File: src/rtl/vend_pkg.sv
// Shared definitions for the N-product vending controller: FSM state encoding,
// coin codes and values, and the 7-segment digit table.
package vend_pkg;

  typedef enum logic [1:0] {
    ST_IDLE   = 2'd0,
    ST_SEL    = 2'd1,
    ST_VEND   = 2'd2,
    ST_CHANGE = 2'd3
  } state_t;

  localparam logic [2:0] COIN_NONE = 3'b000;
  localparam logic [2:0] COIN_1    = 3'b001;
  localparam logic [2:0] COIN_2    = 3'b010;
  localparam logic [2:0] COIN_5    = 3'b100;

  localparam logic [2:0] VAL_1 = 3'd1;
  localparam logic [2:0] VAL_2 = 3'd2;
  localparam logic [2:0] VAL_5 = 3'd5;

  // Value of a coin code; invalid codes are worth nothing and are never events.
  function automatic logic [2:0] coin_value(input logic [2:0] code);
    case (code)
      COIN_1:  return VAL_1;
      COIN_2:  return VAL_2;
      COIN_5:  return VAL_5;
      default: return 3'd0;
    endcase
  endfunction

  // Decimal digit to segments gfedcba, active-high; non-decimal codes blank.
  function automatic logic [6:0] seg7_of(input logic [3:0] d);
    case (d)
      4'd0:    return 7'h3F;
      4'd1:    return 7'h06;
      4'd2:    return 7'h5B;
      4'd3:    return 7'h4F;
      4'd4:    return 7'h66;
      4'd5:    return 7'h6D;
      4'd6:    return 7'h7D;
      4'd7:    return 7'h07;
      4'd8:    return 7'h7F;
      4'd9:    return 7'h6F;
      default: return 7'h00;
    endcase
  endfunction

endpackage

File: src/rtl/vend_seg7.sv
// One 7-segment digit decoder for the credit display.
module vend_seg7
  import vend_pkg::*;
(
  input  logic [3:0] i_digit,
  output logic [6:0] o_seg
);

  assign o_seg = seg7_of(i_digit);

endmodule

File: src/rtl/vending_ctrl_n.sv
// N-product vending controller: coin crediting, product selection, timed
// dispense, greedy coin-by-coin change and a two-digit credit display.
module vending_ctrl_n
  import vend_pkg::*;
#(
  parameter int                         N_PROD      = 3,
  parameter int                         CREDIT_W    = 7,
  parameter int                         MAX_CREDIT  = 99,
  parameter logic [N_PROD*CREDIT_W-1:0] PRICES      = {7'd4, 7'd3, 7'd2},
  parameter int                         DISP_CYC    = 5,
  parameter int                         TIMEOUT_CYC = 1000
) (
  input  logic              clk,
  input  logic              reset,
  input  logic [N_PROD-1:0] BTN,
  input  logic              cancel,
  input  logic [2:0]        Money_in,
  output logic [N_PROD-1:0] product,
  output logic              delivered,
  output logic [N_PROD-1:0] LED,
  output logic [2:0]        change_coin,
  output logic              coin_reject,
  output logic              busy,
  output logic [6:0]        digit0,
  output logic [6:0]        digit1
);

  localparam int SEL_W   = (N_PROD > 1) ? $clog2(N_PROD) : 1;
  localparam int TMR_MAX = (TIMEOUT_CYC > DISP_CYC) ? TIMEOUT_CYC : DISP_CYC;
  localparam int TMR_W   = $clog2(TMR_MAX + 1);
  localparam logic [TMR_W-1:0] TMR_TO   = TMR_W'(TIMEOUT_CYC - 1);
  localparam logic [TMR_W-1:0] TMR_DISP = TMR_W'(DISP_CYC - 1);

  state_t              r_state;
  logic [N_PROD-1:0]   r_btn_s, r_btn_d;
  logic                r_cancel_s, r_cancel_d;
  logic [2:0]          r_money_s, r_money_d;
  logic [CREDIT_W-1:0] r_credit, r_rem;
  logic [SEL_W-1:0]    r_sel;
  logic [TMR_W-1:0]    r_timer;

  logic                w_btn_ev, w_cancel_ev, w_coin_ev, w_fits, w_accept, w_reach;
  logic [2:0]          w_coin_val, w_chg_code, w_chg_val;
  logic [CREDIT_W:0]   w_sum;
  logic [CREDIT_W-1:0] w_credit_nxt, w_price;
  logic [SEL_W-1:0]    w_btn_idx;
  logic [3:0]          w_tens, w_units;

  // Sample the board inputs once and keep the previous sample for edge detection.
  always_ff @(posedge clk or posedge reset) begin
    if (reset) begin
      r_btn_s    <= '0;
      r_btn_d    <= '0;
      r_cancel_s <= 1'b0;
      r_cancel_d <= 1'b0;
      r_money_s  <= COIN_NONE;
      r_money_d  <= COIN_NONE;
    end else begin
      r_btn_s    <= BTN;
      r_btn_d    <= r_btn_s;
      r_cancel_s <= cancel;
      r_cancel_d <= r_cancel_s;
      r_money_s  <= Money_in;
      r_money_d  <= r_money_s;
    end
  end

  // An event is a move away from all-zero; a held level counts only once.
  assign w_btn_ev    = (r_btn_d == '0) && (r_btn_s != '0);
  assign w_cancel_ev = r_cancel_s & ~r_cancel_d;
  assign w_coin_val  = coin_value(r_money_s);
  assign w_coin_ev   = (r_money_d == COIN_NONE) && (w_coin_val != 3'd0);

  // Credit add carries one extra bit so an overflowing coin is seen, never wrapped.
  assign w_sum        = {1'b0, r_credit} + (CREDIT_W+1)'(w_coin_val);
  assign w_fits       = (w_sum <= (CREDIT_W+1)'(MAX_CREDIT));
  assign w_accept     = w_coin_ev && w_fits;
  assign w_credit_nxt = w_accept ? w_sum[CREDIT_W-1:0] : r_credit;
  assign w_reach      = w_accept && (w_sum >= {1'b0, w_price});

  // Lowest-index pressed button wins when several rise together.
  always_comb begin
    w_btn_idx = '0;
    for (int i = N_PROD - 1; i >= 0; i--) begin
      if (r_btn_s[i]) w_btn_idx = SEL_W'(i);
    end
  end

  // Price lookup for the latched selection.
  always_comb begin
    w_price = PRICES[CREDIT_W-1:0];
    for (int i = 0; i < N_PROD; i++) begin
      if (r_sel == SEL_W'(i)) w_price = PRICES[i*CREDIT_W +: CREDIT_W];
    end
  end

  // Greedy change: largest coin not exceeding the remaining amount.
  always_comb begin
    w_chg_code = COIN_1;
    w_chg_val  = VAL_1;
    if (r_rem >= CREDIT_W'(5)) begin
      w_chg_code = COIN_5;
      w_chg_val  = VAL_5;
    end else if (r_rem >= CREDIT_W'(2)) begin
      w_chg_code = COIN_2;
      w_chg_val  = VAL_2;
    end
  end

  // Main controller: state, credit, change remainder, shared timer and registered outputs.
  always_ff @(posedge clk or posedge reset) begin
    if (reset) begin
      r_state     <= ST_IDLE;
      r_credit    <= '0;
      r_rem       <= '0;
      r_sel       <= '0;
      r_timer     <= '0;
      product     <= '0;
      delivered   <= 1'b0;
      LED         <= '0;
      change_coin <= COIN_NONE;
      coin_reject <= 1'b0;
    end else begin
      change_coin <= COIN_NONE;
      coin_reject <= 1'b0;
      case (r_state)
        ST_IDLE: begin
          if (w_coin_ev) coin_reject <= 1'b1;
          if (w_btn_ev) begin
            r_sel   <= w_btn_idx;
            LED     <= N_PROD'(1) << w_btn_idx;
            r_timer <= TMR_TO;
            r_state <= ST_SEL;
          end
        end
        ST_SEL: begin
          if (r_credit >= w_price) begin
            // Price covered: vend takes priority over cancel and timeout.
            r_rem     <= r_credit - w_price;
            r_credit  <= '0;
            product   <= LED;
            delivered <= 1'b1;
            r_timer   <= TMR_DISP;
            r_state   <= ST_VEND;
            if (w_coin_ev) coin_reject <= 1'b1;
          end else begin
            if (w_coin_ev && !w_fits) coin_reject <= 1'b1;
            if (w_reach) begin
              // Covering coin: credit it and vend next cycle, ignoring a coincident cancel.
              r_credit <= w_credit_nxt;
              r_timer  <= TMR_TO;
            end else if (w_cancel_ev || (r_timer == '0 && !w_coin_ev && !w_btn_ev)) begin
              // Refund includes a coin credited in the same cycle.
              r_rem    <= w_credit_nxt;
              r_credit <= '0;
              LED      <= '0;
              r_state  <= ST_CHANGE;
            end else begin
              r_credit <= w_credit_nxt;
              if (w_coin_ev || w_btn_ev) r_timer <= TMR_TO;
              else                       r_timer <= r_timer - TMR_W'(1);
            end
          end
        end
        ST_VEND: begin
          if (w_coin_ev) coin_reject <= 1'b1;
          if (r_timer == '0) begin
            product   <= '0;
            delivered <= 1'b0;
            LED       <= '0;
            r_state   <= (r_rem != '0) ? ST_CHANGE : ST_IDLE;
          end else begin
            r_timer <= r_timer - TMR_W'(1);
          end
        end
        ST_CHANGE: begin
          if (w_coin_ev) coin_reject <= 1'b1;
          if (r_rem == '0) begin
            r_state <= ST_IDLE;
          end else begin
            change_coin <= w_chg_code;
            r_rem       <= r_rem - CREDIT_W'(w_chg_val);
          end
        end
        default: r_state <= ST_IDLE;
      endcase
    end
  end

  assign busy = (r_state == ST_VEND) || (r_state == ST_CHANGE);

  assign w_tens  = 4'(r_credit / CREDIT_W'(10));
  assign w_units = 4'(r_credit % CREDIT_W'(10));

  vend_seg7 u_seg_units (
    .i_digit (w_units),
    .o_seg   (digit0)
  );

  vend_seg7 u_seg_tens (
    .i_digit (w_tens),
    .o_seg   (digit1)
  );

endmodule
File: config.mk
export PLATFORM = sky130hd
export DESIGN_NAME = vending_ctrl_n
export DESIGN_NICKNAME = d
export VERILOG_FILES = /design/src/rtl/vend_pkg.sv /design/src/rtl/vend_seg7.sv /design/src/rtl/vending_ctrl_n.sv
export SDC_FILE = /design/constraint.sdc
export NUM_CORES = 1
export LEC_CHECK = 0
export CAP_MARGIN = 15
export CORE_MARGIN = 3
export CORE_UTILIZATION = 30
export DETAILED_ROUTE_END_ITERATION = 7
export PLACE_DENSITY_LB_ADDON = 0.25
export RECOVER_POWER = 100
export SETUP_SLACK_MARGIN = 0.3
export SLEW_MARGIN = 20
export SYNTH_ARGS = -nofsm -noshare
export SYNTH_HDL_FRONTEND = slang
export SYNTH_SLANG_ARGS = --single-unit
File: constraint.sdc
create_clock -name clk -period 4 [get_ports clk]
set_input_delay 0.4 -clock clk [delete_from_list [all_inputs] [get_ports clk]]
set_output_delay 0.4 -clock clk [all_outputs]
set_load 0.05 [all_outputs]
# Word level (Yosys, flattened, before mapping)
# Memory sizes are Yosys's and may differ from the RTL's.
# Cells that the tools add are included.
# word_totals
mem_bits_ro,224
latch_bits,0
input_bits,9
mem_bits_rw,0
register_bits,53
mem_count,2
# memory_table
name,depth,width,read_ports,rd_clocked_by_memory_dff,wr,line_no,source
(name not given),16,7,1,0,0,vend_pkg.sv:33,case (d)
(name not given),16,7,1,0,0,vend_pkg.sv:33,
# op_classes
n_bitwise,2
n_reduce_logical,31
n_mux,50
n_lt_le_gt_ge,5
multipliers,0
div,2
n_eq_ne,20
addsub,4
shifts,1
# ops
operator,n
$mux 7,9
$mux 10,6
$mux 3,10
$pmux 10 s3,1
$mux 2,11
$ne 2x2->1 const B,9
$pmux 3 s3,2
$pmux 7 s2,1
$logic_not 10->1,1
$sub 10x1->10 const B,1
$reduce_bool 3->1,3
$add 7x3->8,1
$ge 8x7->1,1
$le 8x7->1 const B,1
$pmux 2 s4,1
$reduce_and 4->1,2
$div 7x4->7 const B,1
$ge 7x2->1 const B,1
$ge 7x3->1 const B,1
$ge 7x7->1,1
$logic_and 1x1->1,7
$logic_not 7->1,1
$mod 7x4->7 const B,1
$reduce_bool 7->1,1
other kinds (25),41

# Depth between registers and ports, before layout
# Gate-level depths: netlist (run 1).
# logic_depth
ltp_word,12
mapped_depth,18

# Modules after synthesis
# From an unflattened synthesis (run 1), not the netlist that was laid out.
# hier_totals
hier_cells,480
area_unflattened_um2,4151.5
# by_module_without_submodules
module,instances,seq_area_each_um2,cells_each,area_each_um2
vending_ctrl_n,1,1326.3,424,3713.6
vend_seg7,2,0.0,28,219.0

# Worst setup path before layout (run 1)
# Ideal clock, no wire load.
# synth_path
path_kind,flip-flop to output port
startpoint,register r_credit[5]
endpoint,output digit0[3]
t_required_ps,3600
stages_incl_launch_ff,18
slack_ps,-910
t_arrival_ps,4510
path_cell_list,dfrtp_1 buf_4 and2b_1 buf_4 xnor2_1 o32ai_1 a21oi_1 ha_1 clkbuf_1 and3_1 a32o_1 a41o_1 o32a_1 mux2i_1 inv_1 ha_1 mux2i_1 o21ai_0
# synth_via
elab_chain_len,2
# synth_rtl
item,line_no,source
from (decl),vending_ctrl_n.sv:38,"logic [CREDIT_W-1:0] r_credit, r_rem;"
from (signal assigned),vending_ctrl_n.sv:150,r_credit <= w_credit_nxt;
from (signal assigned),vending_ctrl_n.sv:159,r_credit <= w_credit_nxt;
$mod 7x4->7,vending_ctrl_n.sv:193,assign w_units = 4'(r_credit % CREDIT_W'(10));
$mem_v2 16x7,-,
to (decl),vending_ctrl_n.sv:24,"output logic [6:0] digit0,"
# Every way passes these cells.

# Worst setup path after layout (run 1)
# Same ends and word-level chain as after synthesis.

==> impl.org, run 1 <==
** Synthesis
- Total number of yosys warnings :: 0
- By count the netlist is led by sky130_fd_sc_hd__dfrtp_1 (53), sky130_fd_sc_hd__nor2_1 (52), sky130_fd_sc_hd__nand2_1 (38), sky130_fd_sc_hd__o21ai_0 (38), sky130_fd_sc_hd__ha_1 (32).
- Netlist area before placement :: 4430 um^2
- For this run, the leading register cell type out of synthesis is sky130_fd_sc_hd__dfrtp_1.
- Number of library cell types mapped by synthesis :: 81
- Post-Synthesis Net Count :: ~570
- By area the synthesized netlist is led by sky130_fd_sc_hd__dfrtp_1 (30%), sky130_fd_sc_hd__ha_1 (9.0%), sky130_fd_sc_hd__nor2_1 (4.4%), sky130_fd_sc_hd__o21ai_0 (4.3%), sky130_fd_sc_hd__nand2_1 (3.2%).
- Of the post-synthesis cell area, the dominant cell type holds 0.299.
- Yosys mapped a number of flops with a built-in enable equal to 0.
- Of the total synthesized cell area, the portion taken by full adders, half adders and majority gates is 0.106.
- Of the total synthesized cell area, the portion taken by XOR and XNOR cells is 0.0277.
- Cell with the most instances after synthesis :: sky130_fd_sc_hd__dfrtp_1
- sky130_fd_sc_hd__dfrtp_1 takes more of the synthesized area than any other cell.
- Mux cell area share after synthesis :: 0.0398
- Post-synthesis instance total :: 523
- Of the synthesized area, sequential elements account for 0.299.
- By area, the combinational part of the netlist is dominated by compound AO/OA/AOI/OAI gates.
- Area share of and/or/nand/nor cells after synthesis :: 0.199
- Synthesized flop and latch total :: 53
- A synthesized cell averages about 8.5 um^2.
- Of all flip-flops after synthesis, the portion carrying an async set or reset was 1.00.
- Complex-gate fraction of the synthesized area :: 0.266

** Detailed routing
- Antenna viol nets, final :: 0
- Drt total wl :: 11,900 um
- Dividing the detail-routed wire length by the instance count gives around 15 um.
- Number of vias in the routed layout :: 4,171
- Iteration-0 DRC Markers :: roughly 230
- In the routed layout, each cell is associated on average with a via count of around 5.5.
- For this run, design rule violations remaining after detail routing come to 0.
- The first detailed-routing pass ran for 4 iterations.

** Placement
- Routability-driven placement finished with a final weighted congestion of about 0.87.
- In this run the cell area measured after placement is 5310 um^2.
- Half-perimeter wire length after detailed placement :: about 8600 um
- Once placement completed, the tool counted placed cells totaling 736.
- Buffers placed on the I/O ports in this run total 34.

** Critical path
- For the worst flop-to-flop path, the logic depth is 12.
- STA puts the critical path data arrival time at about 3.6 ns.
- The worst setup path is captured at an output pin.
- The worst setup path is launched from a register.
- Worst Path Required :: 3.60 ns
- Maximum fanout count along the critical path :: 6
- The setup path with the least slack is of type register to output pin.

** Floorplanning
- Area enclosed by the die boundary :: around 16,000 um^2
- In this run the vertical extent of the chip is 128 um.
- In this run the count of I/O pins placed on the die edge is 35.
- The floorplan has 43 rows.
- The die is ~130 um wide.
- For this configuration, the core starts out at a cell density of 0.313.
- Core Region :: 14,100 um^2

** STA
- The count of pins over their slew limit is 48.
- Worst-Margin Slew :: between 2 and 2.5 ns
- Setup ws final :: -0.0168 ns
- Achievable Freq :: 249 MHz
- Of the available clock period, the critical path in the final layout requires 1.00.
- Setup violations remaining at the end of the flow were counted as 1.
- Unrepaired setup endpoints after global routing :: yes
- The hold violation count in the final report was 0.
- Headroom to the max-slew limit came out at -0.399.
- Tmin final :: 4.02 ns
- On the final layout, the worst clock skew is about 0.0088 ns.

** Status
- The final reports fail on max-capacitance violations, max-slew violations, negative setup slack.
- The flow ran to the end, but the final reports show violations.

** Final layout
- Final instance area :: around 5800 um^2
- Fill cell count :: 1,409
- In the final layout, the share of cells above drive strength 1 is 0.226.
- Final non-filler cell total :: 765
- Antenna diode count :: 0
- Growth of design area from synthesis to finish :: 31.4%
- Layout net count :: 628

** Clocking
- Clock transition time at the flip-flop clock pins of the worst setup and hold paths :: 0.07 ns
- In this run the deepest clock path goes through 2 buffers.
- Clock tree synthesis inserted a total of 5 buffers.
- Number of H-tree branching levels :: 2
- Clock latency on the worst-skew pair :: roughly 0.30 ns
- Clock tree from TritonCTS :: done
- The clock drives 53 sinks.
- CTS hold repair buffers :: 0
- CTS placed an instance of sky130_fd_sc_hd__clkbuf_16 at the clock tree root.

** Global route
- Maximum number of pins on one net before global-route repair :: 48
- First-pass GRT wire length :: approximately 20,000 um
- Total GRT Usage :: 0.145
- Summed over all layers, the global routing overflow is 0.
- Initial antenna violation count :: 0
- Via count of the first global-routing pass :: 4,061

** Flow run
- Max-cap viol count :: 1

** Worst hold path
- Number of cells on the worst hold path :: 0
- The worst hold path belongs to the class register to register.

** Power
- Areal power density over the cells :: between 500 and 600 nW/um^2
- Summed over all cells, the static leakage comes to 2.47 nW.
- The worst-case IR drop observed on VDD is 0.410 mV.
-- worst max-delay path, cell delays in order (launching register included) --
cell and delay (ns):
sky130_fd_sc_hd__dfrtp_2 0.42, sky130_fd_sc_hd__and2b_1 0.18, sky130_fd_sc_hd__xnor2_1 0.14, sky130_fd_sc_hd__o32ai_2 0.30
sky130_fd_sc_hd__a21oi_2 0.10, sky130_fd_sc_hd__ha_4 0.20, sky130_fd_sc_hd__and3_4 0.17, sky130_fd_sc_hd__a32o_1 0.23
sky130_fd_sc_hd__a41o_1 0.20, sky130_fd_sc_hd__o32a_1 0.42, sky130_fd_sc_hd__mux2i_4 0.20, sky130_fd_sc_hd__inv_2 0.10
sky130_fd_sc_hd__ha_4 0.25, sky130_fd_sc_hd__mux2i_4 0.19, sky130_fd_sc_hd__o21ai_4 0.09, sky130_fd_sc_hd__buf_12 0.15
-- kinds of logic after synthesis --
group | count (synthesis)
simple gates | 177
compound gates | 165
buf+inv | 62
flops | 53
fa+ha+maj | 36
mux | 16
xor+xnor | 14
-- power by group --
part | internal [W] | total [W] | switching [W]
clock network | 0.000233 | 0.000423 | 0.000190
registers | 0.000683 | 0.000798 | 0.000116
logic | 0.000744 | 0.00188 | 0.00113
total | 0.00166 | 0.00310 | 0.00144
-- routing by layer --
| metal | vias up | share of wire | track usage |
|---|---|---|---|
| li1 | 2052 | - | - |
| met1 | 2033 | 0.46 | 0.191 |
| met2 | 70 | 0.50 | 0.247 |
| met3 | 16 | 0.026 | 0.0159 |
| met4 | 0 | 0.017 | 0.0461 |
| met5 | - | 0 | 0 |
-- cell usage in the layout, fill, tap and decap left out, drive strengths merged, types with 4 or more instances in the layout --
cell type and instances:
buf 57, nor2 54, dfrtp 53, o21ai 39
nand2 38, inv 32, ha 32, a21oi 29
dlygate4sd3 20, nor2b 14, nand3 13, nor3 12
clkbuf 12, xnor2 11, mux2 10, a22o 9
o31ai 9, o32ai 9, nand2b 8, or3 7
nor3b 7, a31oi 7, nor4 6, a21o 6
a211oi 6, mux2i 6, a22oi 5, o211ai 4
a2bb2oi 4, a311oi 4
-- final timing paths --
| path | startpoint | slack (ns) | end |
|---|---|---|---|
| setup reg to reg | r_money_s[0] | 0.21 | r_rem[6] |
| hold reg to reg | r_btn_s[2] | 0.42 | r_btn_d[2] |
| hold / removal | r_btn_s[2] | 0.42 | r_btn_d[2] |
| max in group asynchronous | reset | 1.88 | r_credit[5] |
| min in group asynchronous | reset | 1.09 | r_btn_s[0] |
| setup / recovery | r_credit[5] | -0.02 | digit0[3] |
-- per-stage QoR --
step / worst slack (ns) / hold WS, ns / util / power (W) / setup TNS, ns
2_1_floorplan: -0.0228 / 0.388 / - / 0.00216 / -0.0228
3_3_place_gp: 0.190 / 0.403 / 0.375 / 0.00264 / 0
3_5_place_dp: 0.151 / 0.410 / 0.375 / 0.00267 / 0
4_1_cts: 0.0203 / 0.425 / 0.403 / 0.00313 / 0
5_1_grt: -0.119 / 0.433 / 0.411 / 0.00337 / -0.873
6_report: -0.0168 / 0.424 / 0.411 / 0.00310 / -0.0168
-- what timing repair did --
| action | in CTS | in global routing |
|---|---|---|
| setup endpoints to repair | 14 | 29 |
| cloned | 0 | 0 |
| pin swaps | 12 | 12 |
| buffers inserted | 12 | 8 |
| resized for setup | 34 | 20 |
-- flip-flops by register name, indices dropped and copies added (netlist names) --
name,count
LED,3
r_state,2
coin_reject,1
r_credit,7
r_money_d,3
product,3
r_btn_d,3
change_coin,3
r_cancel_s,1
r_btn_s,3
delivered,1
r_timer,10
r_sel,2
r_rem,7
r_money_s,3
r_cancel_d,1
-- final cells by class --
class	count	area, um^2	area share
Inverter	33	125	0.0215
Clock buffer	6	129	0.0222
Timing Repair Buffer	83	845	0.145
Clock inverter	2	13.8	0.00237
Sequential cell	53	1330	0.228
Multi-Input combinational cell	408	3150	0.542
Tap cell	180	225	0.0387
Note: power is estimated with default switching activity, not from simulation.
==> run 2: changes to the inputs <==
CTS_CLUSTER_SIZE = 28   (was default)
clock period = 4.1 ns   (was 4 ns; I/O delays follow)
==> impl.org, run 2 (synthesis gave the netlist of run 1 again) <==
** Placement
- The total of buffers placed on input and output ports was 34 (unchanged).
- The cell area after placement came to 5270 um^2 (-0.71%).
- Last weighted congestion value of the routability-driven placer :: 0.940 (+7.8%)
- The total instance count after detailed placement came to 734 (-0.27%).
- The final HPWL from detailed placement was 8710 um (+1.0%).

** Worst hold path
- Worst hold start :: r_btn_s[2]
- The path with the worst hold slack has its endpoint at r_btn_d[2].
- The cell count of the worst hold path is 0 (unchanged).
- The path class of the tightest hold or removal check is register to register.

** Critical path
- The largest fanout on the critical path came to 4 (-2).
- Worst Path Required :: 3.69 ns (+0.09 ns)
- The worst setup path is of the register to output pin kind.
- The worst register-to-register path ends at r_rem[5].
- Depth of the worst register-to-register path :: 14 (+2)
- Kind of start point of the critical path :: register
- CP arrival :: 3.62 ns (about the same)
- Capturing element type of the critical path :: output pin
- The startpoint identified for the worst register-to-register timing path is r_money_s[2].
- Slack of the worst reg-to-reg path :: 0.28 ns (+0.07 ns)

** Final layout
- Max reg flops :: 10 (unchanged)
- Ranked by flip-flop count, first place goes to r_timer.
- Leading cell type in the layout, fill and taps excluded :: sky130_fd_sc_hd__dfrtp_1
- Antenna diode count :: 0 (unchanged)
- Fill cell count :: 1,392 (-1.2%)
- Largest regs :: r_timer: 10 flops, r_credit: 7 flops, r_rem: 7 flops
- From synthesis to final layout, the design area changed by 33.1%.
- The number of standard cells in the final layout excluding fillers came to 762 (-0.39%).
- In the layout the commonest cells are sky130_fd_sc_hd__dfrtp_1 (50), sky130_fd_sc_hd__nor2_1 (46), sky130_fd_sc_hd__nand2_1 (34), sky130_fd_sc_hd__buf_4 (32), sky130_fd_sc_hd__o21ai_0 (29).
- Layout net count :: 625 (-0.48%)
- The fraction of final layout cells sized beyond drive strength 1 came to 0.251 (+0.0252).
- Final instance area :: 5900 um^2 (+1.3%)

** Global route
- The overall global routing resource usage was 0.151 (+0.00633).
- Remaining global-route overflow :: 0 (unchanged)
- Initial antenna violation count :: 0 (unchanged)
- The global-route wire length before repair was 20,600 um (+4.3%).
- Maximum number of pins on one net before global-route repair :: 28 (-42%)
- The number of global-route vias before repair is 4,269 (+5.1%).

** Floorplanning
- Die Wd :: 128 um (unchanged)
- The number of ports placed on the die boundary was 35 (unchanged).
- Core Region :: 14,100 um^2 (unchanged)
- The row count is 43 (unchanged).
- The vertical die dimension came to 128 um (unchanged).
- The effective utilization at floorplan was 0.313 (unchanged).
- Area enclosed by the die boundary :: 16,300 um^2 (unchanged)

** STA
- Worst Clk Skew :: 0.00488 ns (-0.00390 ns)
- Number of failing hold endpoints at the final stage :: 0 (unchanged)
- Counting I/O delays and the setup requirement, the final critical path takes 4.03 ns.
- Achievable Freq :: 248 MHz
- Relative slew slack :: -0.0621 (+0.337)
- The number of failing setup endpoints in the final timing report was 0 (-1).
- The slew at the pin with the worst max-slew slack is 1.59 ns (-0.494 ns).
- In the finished design, the share of the clock period the worst path needs comes to 0.982.
- Unrepaired setup endpoints after global routing :: yes
- Final Max Tran Viols :: 28 (-42%)

** Power
- The reported leakage power is 2.46 nW (-0.15%).
- The maximum ir drop on the vdd rail is 0.514 mV (+26%).
- The fraction of power spent switching nets was 0.465 (+0.000584).
- The combinational power share came to 0.610 (+0.004).
- Areal power density over the cells :: 518 nW/um^2 (-2.8%)
- The fraction of power consumed by sequential logic was 0.254 (-0.004).
- The internal power consumption came to 0.00163 W (-1.6%).
- Switching power :: 0.00142 W (-1.3%)
- The clock share of power was 0.137 (about the same).

** Clocking
- The clock latency on the worst-skew pair was 0.30 ns (about the same).
- Clock Root Buffer :: sky130_fd_sc_hd__clkbuf_16
- The buffer levels on the longest clock path came to 2 (unchanged).
- CTS Buf Count :: 5 (unchanged)
- The number of levels the H-tree was split into is 2 (unchanged).
- Clock tree from TritonCTS :: done
- The clock sink total was 53 (unchanged).
- CTS hold repair buffers :: 0 (unchanged)
- The clock-pin slew reported for the worst setup and hold paths after clock tree synthesis was 0.07 ns (about the same).

** Detailed routing
- The residual DRC count came to 0 (unchanged).
- The first-pass iteration count of the detailed router is 6 (+2).
- Wirelength per Cell :: 15.9 um (+2.8%)
- Iteration-0 DRC Markers :: 411 (+76%)
- Drt total wl :: 12,100 um (+2.4%)
- The antenna violation net count after detailed routing is 0 (unchanged).
- The via count normalized by instance count came to 5.54 (+1.6%).
- Number of vias in the routed layout :: 4,223 (+1.2%)

** Status
- The checks that failed: max-capacitance violations, max-slew violations.
- The flow ran to the end, but the final reports show violations.

** Flow run
- The number of max-cap violations came to 1 (unchanged).
[run 2: cell types whose count changed in the layout (fill, tap and decap cells not counted), moves of 3 or more]
cell                      before  now
sky130_fd_sc_hd__buf_4        39   32
sky130_fd_sc_hd__ha_4          8   11
sky130_fd_sc_hd__buf_6         4    7
sky130_fd_sc_hd__ha_1         24   19
sky130_fd_sc_hd__nand2_1      37   34
sky130_fd_sc_hd__nor2_2        2    5
sky130_fd_sc_hd__nand2_2       0    3
sky130_fd_sc_hd__nor2_1       51   46
[run 2: final cells by class]
cell class,instances,area (um^2),area share
clock buffers,6,129,0.0219
multi-input cells,408,3230,0.547
clock inverters,2,13.8,0.00233
inverters,33,131,0.0223
repair buffers,80,840,0.142
flip-flops and latches,53,1330,0.226
well taps,180,225,0.0382
[run 2: per-stage QoR]
stage                      util  hold slack [ns]  total power, W  setup TNS (ns)  setup WS, ns
after detailed placement  0.373            0.410         0.00260               0         0.102
after floorplan               -            0.388         0.00210               0        0.0672
final                     0.417            0.423         0.00305               0        0.0735
after CTS                 0.404            0.426         0.00305               0        0.0576
after global placement    0.373            0.404         0.00257               0         0.213
after global routing      0.417            0.446         0.00335          -0.473       -0.0764
[run 2: routing by layer]
layer | routed length (um) | global-route usage | vias up
met5 | 0 | 0 | -
met1 | 5360 | 0.190 | 2064
met2 | 6240 | 0.269 | 108
met3 | 418 | 0.0196 | 9
li1 | - | - | 2042
met4 | 122 | 0.0442 | 0
[run 2: critical path, cell delays in order (launching register included)]
cell and delay (ns):
sky130_fd_sc_hd__dfrtp_2 0.38, sky130_fd_sc_hd__and2b_2 0.24, sky130_fd_sc_hd__xnor2_2 0.14, sky130_fd_sc_hd__o32ai_2 0.22
sky130_fd_sc_hd__a21oi_2 0.09, sky130_fd_sc_hd__ha_4 0.19, sky130_fd_sc_hd__and3_4 0.17, sky130_fd_sc_hd__a32o_1 0.23
sky130_fd_sc_hd__a41o_1 0.21, sky130_fd_sc_hd__o32a_1 0.40, sky130_fd_sc_hd__mux2i_2 0.26, sky130_fd_sc_hd__buf_6 0.18
sky130_fd_sc_hd__ha_4 0.14, sky130_fd_sc_hd__inv_2 0.05, sky130_fd_sc_hd__mux2i_4 0.16, sky130_fd_sc_hd__o21ai_4 0.07
sky130_fd_sc_hd__buf_12 0.16
[run 2: worst max-delay path by stage]
stage	start	endpoint	slack [ns]	cells after the start
after CTS	r_credit[3]	digit0[0]	0.06	16
final	r_credit[3]	digit0[3]	0.07	16
after detailed placement	r_credit[5]	digit0[0]	0.10	15
after floorplan	r_credit[5]	digit0[3]	0.07	17
after global routing	r_credit[3]	digit0[3]	-0.08	17
after global placement	r_credit[5]	digit0[0]	0.21	15
[run 2: repair_timing]
item	in CTS	in global routing
resized for setup	43	41
gates cloned	0	0
endpoints found under the setup margin	14	28
pin swaps	18	21
buffers inserted	12	7
[run 2: power by group through the flow]
stage / Sequential (W) / Clock [W] / Combinational, W
2_1_floorplan: 0.000861 / 0 / 0.00124
3_3_place_gp: 0.000781 / 0 / 0.00179
3_5_place_dp: 0.000784 / 0 / 0.00182
4_1_cts: 0.000776 / 0.000433 / 0.00184
5_1_grt: 0.000800 / 0.000454 / 0.00209
6_report: 0.000774 / 0.000418 / 0.00186
==> run 3: changes to the inputs <==
CTS_CLUSTER_SIZE = 16   (was 28)
clock period = 4.55 ns   (was 4.1 ns; I/O delays follow)
==> impl.org, run 3 (synthesis gave the netlist of run 1 again) <==
** Critical path
- Start of the worst register-to-register path :: r_money_s[2]
- Depth of the worst register-to-register path :: 13 (-1)
- Critical register-to-register path endpoint :: r_timer[3]
- The worst setup path is launched from a register.
- Capturing element type of the critical path :: output pin
- Maximum fanout count along the critical path :: 9 (+5)
- CP arrival :: 3.76 ns (+0.14 ns)
- Type of the setup path with the least slack :: register to output pin
- The data required time of the worst path came to 4.09 ns (+0.40 ns).
- The register-to-register path setup slack was 0.49 ns (+0.21 ns).

** Final layout
- From synthesis to final layout, the design area changed by 21.4%.
- The utilization after layout is 0.380 (-0.0366).
- The number of standard cells in the final layout excluding fillers came to 744 (-2.4%).
- Leaving out fill and tap cells, the most frequent cell in the layout is sky130_fd_sc_hd__nor2_1.
- Antenna diode count :: 0 (unchanged)
- Max reg flops :: 10 (unchanged)
- The fraction of final layout cells sized beyond drive strength 1 came to 0.133 (-0.118).
- The filler cell count in the final layout was 1,434 (+3.0%).
- Largest regs :: r_timer: 10 flops, r_credit: 7 flops, r_rem: 7 flops
- The area used by multi-input combinational logic is 2900 um^2 (-10%).
- Leading cell types in the layout, fill and taps excluded :: sky130_fd_sc_hd__nor2_1 (52), sky130_fd_sc_hd__dfrtp_1 (51), sky130_fd_sc_hd__nand2_1 (38), sky130_fd_sc_hd__o21ai_0 (35), sky130_fd_sc_hd__ha_1 (31)
- The final net count was 607 (-2.9%).
- Combined flip-flop and latch cell area :: 1330 um^2 (about the same)
- Register containing the most flip-flops in the final layout :: r_timer

** Worst hold path
- Worst hold start :: r_btn_s[2]
- The cell count of the worst hold path is 0 (unchanged).
- The worst hold path belongs to the class register to register.
- Endpoint of the worst hold path :: r_btn_d[2]

** STA
- Achievable Freq :: 237 MHz
- Period utilisation layout :: 0.927
- Worst-Margin Slew :: 2.90 ns (+1.31 ns)
- The max-slew headroom at the worst pin came to -0.936 (-0.874).
- The final-layout setup total negative slack was 0 ns (unchanged).
- The hold violation count in the final report came to 0 (unchanged).
- Worst Clk Skew :: 0.00258 ns (-0.00230 ns)
- Tmin final :: between 4 and 5 ns
- Final Max Tran Viols :: 54 (+93%)
- The number of failing setup endpoints in the final timing report was 0 (unchanged).
- Unrepaired setup endpoints after global routing :: no

** Power
- Maximum ir drop on the vdd rail :: 0.290 mV (-44%)
- Areal power density over the cells :: 505 nW/um^2 (-2.5%)
- The reported leakage power is 2.35 nW (-4.7%).

** Detailed routing
- Wirelength per Cell :: 15.5 um (-2.8%)
- Drt total wl :: 11,500 um (-5.1%)
- Detailed Routing Iterations Pass 1 :: 5 (-1)
- The count of routing violations after the opening detailed-route iteration came to 309 (-25%).
- The residual DRC count is 0 (unchanged).
- Routed length on met3 :: 449 um (+7.4%)
- Routed signal wires occupy layers up through met4.
- The antenna violation net count after detailed routing came to 0 (unchanged).
- Number of vias in the routed layout :: 4,090 (-3.1%)
- The via count normalized by instance count was 5.50 (-0.81%).
- The routed metal-1 wire length came to 5250 um (-2.1%).
- The total length of routed met2 wires is 5680 um (-8.9%).

** Floorplanning
- The effective utilization at floorplan came to 0.313 (unchanged).
- The width of the die was 128 um (unchanged).
- The number of ports placed on the die boundary was 35 (unchanged).
- Total number of placement rows :: 43 (unchanged)
- The core area is 14,100 um^2 (unchanged).
- The vertical die dimension is 128 um (unchanged).
- The die outline area is 16,300 um^2 (unchanged).

** Global route
- The largest net degree at the start of global routing was 54 (+93%).
- The global-route wire length before repair was 19,100 um (-7.3%).
- The initial antenna violation count came to 0 (unchanged).
- The overall global routing resource usage is 0.139 (-0.0121).
- The number of global-route vias before repair came to 3,940 (-7.7%).
- The total grt overflow was 0 (unchanged).

** Placement
- Quantity of I/O buffers inserted on ports :: 34 (unchanged)
- The total instance count after detailed placement was 725 (-1.2%).
- The final HPWL from detailed placement was 8370 um (-3.8%).
- The routability-driven placement congestion ratio is 0.878 (-6.6%).

** Clocking
- The clock latency on the worst-skew pair was 0.29 ns (about the same).
- The number of levels the H-tree was split into was 2 (unchanged).
- Clock tree from TritonCTS :: done
- The clock-pin slew reported for the worst setup and hold paths after clock tree synthesis came to 0.07 ns (about the same).
- CTS hold repair buffers :: 0 (unchanged)
- The buffer levels on the longest clock path is 2 (unchanged).
- The clock buffer count from CTS came to 5 (unchanged).
- Clock tree synthesis selected as its root buffer the cell sky130_fd_sc_hd__clkbuf_16.
- Count of clock tree sinks :: 53 (unchanged)

** Status
- The flow ran to the end, but the final reports show violations.
- Failing checks :: max-capacitance violations, max-slew violations

** Flow run
- Max-cap viol count :: 1 (unchanged)
-- run 3: cell types whose count changed in the layout (fill, tap and decap cells not counted), sizes merged --
cell and change:
buf -20, bufinv +1, clkbuf +2, clkinv +2, inv -3
-- run 3: timing repair --
item | CTS | global route
resized for setup | 5 | 10
pin swaps | 1 | 1
gates cloned | 0 | 0
endpoints found under the setup margin | 11 | 12
setup buffers | 1 | 10
-- run 3: layout make-up --
class	instances	area share
inverters	33	0.0230
multi-input cells	408	0.539
clock inverters	2	0.00721
clock buffers	6	0.0240
repair buffers	62	0.118
flip-flops and latches	53	0.247
well taps	180	0.0419
-- run 3: per-stage QoR --
stage	hold slack [ns]	power [W]	setup WS, ns	cell area (um^2)
after floorplan	0.388	0.00189	0.214	4460
after global placement	0.402	0.00227	0.391	5140
after detailed placement	0.418	0.00230	0.294	5140
after CTS	0.435	0.00275	0.309	5340
after global routing	0.459	0.00294	0.197	5380
final	0.430	0.00272	0.334	5380
-- run 3: power by group --
part	switching, W	total (W)	internal (W)
clock network	0.000174	0.000435	0.000261
registers	0.000101	0.000701	0.000600
logic	0.000977	0.00158	0.000603
total	0.00125	0.00272	0.00146
-- run 3: layer usage --
metal  vias up  track usage
li1       2000            -
met3        13       0.0171
met4         0       0.0379
met5         -            0
met2       110        0.238
met1      1967        0.185
-- run 3: critical path, stage by stage, from the launching register on --
cell	delay [ns]
sky130_fd_sc_hd__dfrtp_1	0.45
sky130_fd_sc_hd__and2b_1	0.21
sky130_fd_sc_hd__xnor2_1	0.14
sky130_fd_sc_hd__o32ai_2	0.23
sky130_fd_sc_hd__a21oi_2	0.10
sky130_fd_sc_hd__ha_4	0.21
sky130_fd_sc_hd__and3_1	0.17
sky130_fd_sc_hd__a32o_1	0.25
sky130_fd_sc_hd__a41o_1	0.20
sky130_fd_sc_hd__o32a_1	0.33
sky130_fd_sc_hd__o22a_1	0.34
sky130_fd_sc_hd__mux2_4	0.35
sky130_fd_sc_hd__o21ai_0	0.29
sky130_fd_sc_hd__buf_12	0.18
-- run 3: worst max-delay path by stage --
| stage | startpoint | end | depth (start not counted) |
|---|---|---|---|
| after global placement | r_credit[5] | digit0[6] | 16 |
| after detailed placement | r_credit[2] | digit0[3] | 16 |
| after CTS | r_credit[5] | digit0[3] | 16 |
| after floorplan | r_credit[5] | digit0[3] | 17 |
| after global routing | r_credit[5] | digit0[0] | 13 |
| final | r_credit[5] | digit0[0] | 13 |
